<file path="config.mk">
export PLATFORM = sky130hd
export DESIGN_NAME = present80_encryptor
export DESIGN_NICKNAME = d
export VERILOG_FILES = /design/src/rtl/present_pkg.sv /design/src/rtl/present_key_schedule.sv /design/src/rtl/present80_encryptor.sv
export SDC_FILE = /design/constraint.sdc
export NUM_CORES = 1
export LEC_CHECK = 0
export CORE_ASPECT_RATIO = 1.1
export CORE_MARGIN = 2
export CORE_UTILIZATION = 50
export DETAILED_ROUTE_END_ITERATION = 10
export PLACE_DENSITY_LB_ADDON = 0.2
export SYNTH_ARGS = -nofsm -noshare
export SYNTH_HDL_FRONTEND = slang
export SYNTH_HIERARCHICAL = 1
export SYNTH_SLANG_ARGS = --single-unit
</file>
<file path="constraint.sdc">
create_clock -name clk_i -period 4.6 [get_ports clk_i]
set_input_delay 1.38 -clock clk_i [delete_from_list [all_inputs] [get_ports clk_i]]
set_output_delay 1.38 -clock clk_i [all_outputs]
set_load 0.03 [all_outputs]
</file>
<file path="src/rtl/present_pkg.sv">
// Shared types, constants and round functions for the PRESENT-80 encryption core.
package present_pkg;

  localparam int BLOCK_W = 64;
  localparam int KEY_W   = 80;
  localparam int ROUNDS  = 31;
  localparam int CNT_W   = 5;

  typedef enum logic {
    ST_IDLE = 1'b0,
    ST_BUSY = 1'b1
  } core_state_t;

  // 4-bit substitution table, indexed by the input nibble
  localparam logic [3:0] SBOX [16] = '{
    4'hC, 4'h5, 4'h6, 4'hB, 4'h9, 4'h0, 4'hA, 4'hD,
    4'h3, 4'hE, 4'hF, 4'h8, 4'h4, 4'h7, 4'h1, 4'h2
  };

  // Apply the S-box to every nibble of the 64-bit state
  function automatic logic [BLOCK_W-1:0] sbox_layer(input logic [BLOCK_W-1:0] din);
    logic [BLOCK_W-1:0] dout;
    dout = '0;
    for (int n = 0; n < 16; n++) begin
      dout[4*n +: 4] = SBOX[din[4*n +: 4]];
    end
    return dout;
  endfunction

  // Bit permutation: bit i moves to (16*i) mod 63, bit 63 stays in place
  function automatic logic [BLOCK_W-1:0] p_layer(input logic [BLOCK_W-1:0] din);
    logic [BLOCK_W-1:0] dout;
    dout = '0;
    for (int i = 0; i < 63; i++) begin
      dout[(16 * i) % 63] = din[i];
    end
    dout[63] = din[63];
    return dout;
  endfunction

  // One step of the 80-bit key schedule: rotate left 61, S-box the top nibble,
  // fold the round counter into bits 19..15
  function automatic logic [KEY_W-1:0] key_update(input logic [KEY_W-1:0] key,
                                                  input logic [CNT_W-1:0] rc);
    logic [KEY_W-1:0] k;
    k          = {key[18:0], key[79:19]};
    k[79:76]   = SBOX[k[79:76]];
    k[19:15]   = k[19:15] ^ rc;
    return k;
  endfunction

endpackage

</file>
<file path="src/rtl/present_key_schedule.sv">
// Working round-key register and round counter for the PRESENT-80 core.
// rk_next is the key for the following round, also used for final whitening.
module present_key_schedule
  import present_pkg::*;
(
  input  logic             clk_i,
  input  logic             rst_ni,
  input  logic             start,
  input  logic             advance,
  input  logic [KEY_W-1:0] master_key,
  output logic [KEY_W-1:0] rk,
  output logic [KEY_W-1:0] rk_next,
  output logic [CNT_W-1:0] cnt
);

  assign rk_next = key_update(rk, cnt);

  // Seed from the master key on start, otherwise step once per active round
  always_ff @(posedge clk_i or negedge rst_ni) begin
    if (!rst_ni) begin
      rk  <= '0;
      cnt <= '0;
    end else if (start) begin
      rk  <= master_key;
      cnt <= CNT_W'(1);
    end else if (advance) begin
      rk  <= rk_next;
      cnt <= cnt + CNT_W'(1);
    end
  end

endmodule

</file>
<file path="src/rtl/present80_encryptor.sv">
// Iterative PRESENT-80 encryption core: one round per clock, 31 rounds,
// ciphertext registered on data_o and held until the next completion.
module present80_encryptor
  import present_pkg::*;
#(
  parameter int ROUNDS = 31
) (
  input  logic               clk_i,
  input  logic               rst_ni,
  input  logic [KEY_W-1:0]   data_i,
  input  logic               key_load,
  input  logic               data_load,
  output logic [BLOCK_W-1:0] data_o
);

  logic [KEY_W-1:0]   master_key;
  logic [KEY_W-1:0]   rk;
  logic [KEY_W-1:0]   rk_next;
  logic [CNT_W-1:0]   cnt;
  logic [BLOCK_W-1:0] state;
  logic [BLOCK_W-1:0] round_out;
  core_state_t        core_state;
  logic               start;
  logic               busy;
  logic               last_round;

  // A key load in the same cycle suppresses the data load
  assign start      = data_load & ~key_load;
  assign busy       = (core_state == ST_BUSY);
  assign round_out  = p_layer(sbox_layer(state ^ rk[79:16]));
  assign last_round = busy && (cnt == CNT_W'(ROUNDS));

  present_key_schedule u_key_schedule (
    .clk_i      (clk_i),
    .rst_ni     (rst_ni),
    .start      (start),
    .advance    (busy),
    .master_key (master_key),
    .rk         (rk),
    .rk_next    (rk_next),
    .cnt        (cnt)
  );

  // Master key register; an in-flight encryption keeps using its own rk copy
  always_ff @(posedge clk_i or negedge rst_ni) begin
    if (!rst_ni) begin
      master_key <= '0;
    end else if (key_load) begin
      master_key <= data_i;
    end
  end

  // Round state machine: start or restart on a load, iterate while busy,
  // whiten with K32 and publish the ciphertext on the last round
  always_ff @(posedge clk_i or negedge rst_ni) begin
    if (!rst_ni) begin
      core_state <= ST_IDLE;
      state      <= '0;
      data_o     <= '0;
    end else if (start) begin
      core_state <= ST_BUSY;
      state      <= data_i[BLOCK_W-1:0];
    end else if (busy) begin
      state <= round_out;
      if (last_round) begin
        data_o     <= round_out ^ rk_next[79:16];
        core_state <= ST_IDLE;
      end
    end
  end

endmodule

</file>
==> impl_metrics.py <==
metrics = {
    "run_status": {
        "status": "completed",
    },
    "placement": {
        "place.detailed.hpwl_um": 31950,
        "io_buffers": 147,
        "gp_congestion": 0.8711,
        "place_area_um2": 17880,
    },
    "yosys": {
        "synth_nets": 1610,
        "syn-cell-area_um2": 16400,
        "yosys_warnings": 6,
        "synthCells": 1440,
        "postSynthAreaPerCell_um2": 11.39,
    },
    "layout": {
        "layout_commonest_cell": "dfrtp_1",
        "final_util_pct": 58.85,
        "drive_gt1_share_pct": 13.62,
        "n_antenna_cell": 0,
        "finish.net_count": 1677,
        "final_cell_mix": "dfrtp_1, o21ai_0, clkdlybuf4s50_1",
        "area_delta_synth_final_pct": 15.85,
        "n_fill_cell": 2673,
        "design_area_um2": 19000,
    },
    "setup_path": {
        "max_stage_delay_ns": 0.70,
        "end_kind": "output pin",
        "worst_ep_arrival_time_ns": 1.56,
        "worstPathCellList": "clkdlybuf4s50_1",
        "critPathMaxFanout": 2,
        "worstPathRequired_ns": 3.22,
        "crit_path_top_delay_cell": "clkdlybuf4s50_1",
        "ff2ff_path_depth": 6,
        "worstSetupPathType": "reg -> out",
        "crit_buf_inv": 1,
        "start_kind": "flip-flop",
        "worstSetupPathDepth": 1,
        "critPathTopFamily": "buffers and inverters",
    },
    "floorplan": {
        "die_y_um": 194.0,
        "dieWidth_um": 176.7,
        "die-area_um2": 34270,
        "ios": 148,
        "core_um2": 32290,
        "start_util_pct": 50.79,
        "num_rows": 69,
    },
    "routing": {
        "dr.pass1.iters": 6,
        "wl_um": 43680,
        "vias": 11170,
        "drtIter0Drc": 995,
        "antenna_left": 0,
        "drc": 0,
        "wire_per_inst_um": 22.36,
        "drt-vias-per-instance": 5.720,
    },
    "pwr": {
        "pwr-share-clk_pct": 18.9,
        "power.density_nw_per_um2": 753.5,
        "p_sw_mw": 6.054,
        "p_int_mw": 8.263,
        "vdd_ir_drop_max_mv": 0.3507,
        "pwr-share-comb_pct": 53.3,
        "p_sw_share_pct": 42.29,
        "pwr-share-seq_pct": 27.8,
        "leakagePower_nw": 8.765,
    },
    "min_path": {
        "hold_depth": 2,
        "hold_class": "reg -> reg",
    },
    "clock_tree": {
        "ctsResizeCount": 0,
        "clock_latency_ns": 0.51,
        "cts_htree_levels": 2,
        "cts_hold_buf": 0,
        "cts_sinks": 294,
        "path_clk_slew_ns": 0.06,
        "cts_buffer_depth": 3,
        "cts_tree": "yes",
        "cts_buffers": 34,
        "postCtsSetupRepairBufs": 0,
        "cts_root_buf": "clkbuf_16",
    },
    "timing": {
        "skew_ns": 0.01349,
        "fin_setup_tns_ns": 0,
        "hold_slack_ns": 0.4685,
        "report.final.setup_viol": 0,
        "worst_pin_slew_ns": 1.034,
        "hold_viol_final": 0,
        "post-route-min-period_ns": 2.939,
        "drv_slew": 0,
        "rsz0062_at_grt": "false",
        "fmax_ghz": 0.3403,
        "maxSlewHeadroom_pct": 31.06,
        "min_period_over_period_pct": 63.89,
    },
    "grt": {
        "grt_max_degree": 170,
        "grt_first_pass_wirelength_um": 67430,
        "grtUsageTotal_pct": 25.89,
        "antenna_found_initial": 0,
        "overflow": 0,
        "grt_pass1_vias": 10950,
    },
    "job": {
        "drv_cap": 0,
    },
}
-- area by class of cell --
cell class,count,area (um2),share of cell area [%]
repair buffers,165,1709,8.995
well taps,426,533.0,2.805
clock buffers,49,1031,5.426
multi-input cells,956,8060,42.42
inverters,56,215.2,1.133
clock inverters,7,91.34,0.4807
flip-flops and latches,294,7361,38.74
-- routing by layer --
layer / track usage [%] / wire length (um) / vias to the layer above
met2: 40.52 / 20510 / 353
met3: 2.961 / 2235 / 59
li1: - / - / 5076
met4: 8.356 / 1341 / 0
met1: 37.67 / 19590 / 5684
met5: 0 / 0 / -
-- worst paths after layout --
path | end | slack [ns] | start
setup / recovery | data_o[63] | 1.66 | data_o[63]$_DFFE_PN0P_
hold / removal | u_key_schedule/rk[63]$_DFFE_PN0P_ | 0.47 | master_key[63]$_DFFE_PN0P_
setup reg to reg | data_o[32]$_DFFE_PN0P_ | 1.77 | u_key_schedule/rk[16]$_DFFE_PN0P_
hold reg to reg | u_key_schedule/rk[63]$_DFFE_PN0P_ | 0.47 | master_key[63]$_DFFE_PN0P_
max in group asynchronous | data_o[39]$_DFFE_PN0P_ | 2.77 | rst_ni
min in group asynchronous | u_key_schedule/rk[5]$_DFFE_PN0P_ | 0.90 | rst_ni
-- stage by stage --
step	power (mW)	setup slack (ns)	instances
final	14.32	1.661	1953
after global routing	15.15	1.566	1953
after CTS	14.34	1.622	1953
after detailed placement	11.59	1.165	1897
after global placement	11.37	1.198	1897
after floorplan	9.188	1.497	1440
-- flip-flops by register name, indices dropped and copies added, names as in the netlist --
register	cells
busy	1
state	64
master_key	80
u_key_schedule/rk	80
data_o	64
u_key_schedule/cnt	5
-- power groups by stage --
| stage | Clock (mW) | Sequential [mW] | Combinational (mW) |
|---|---|---|---|
| floorplan | 0 | 3.85 | 5.34 |
| global placement | 0 | 3.99 | 7.39 |
| detailed placement | 0 | 4.00 | 7.59 |
| CTS | 2.76 | 3.96 | 7.62 |
| global route | 2.87 | 4.04 | 8.23 |
| finish | 2.71 | 3.98 | 7.63 |
No activity file was read; power rests on OpenSTA's default activity.
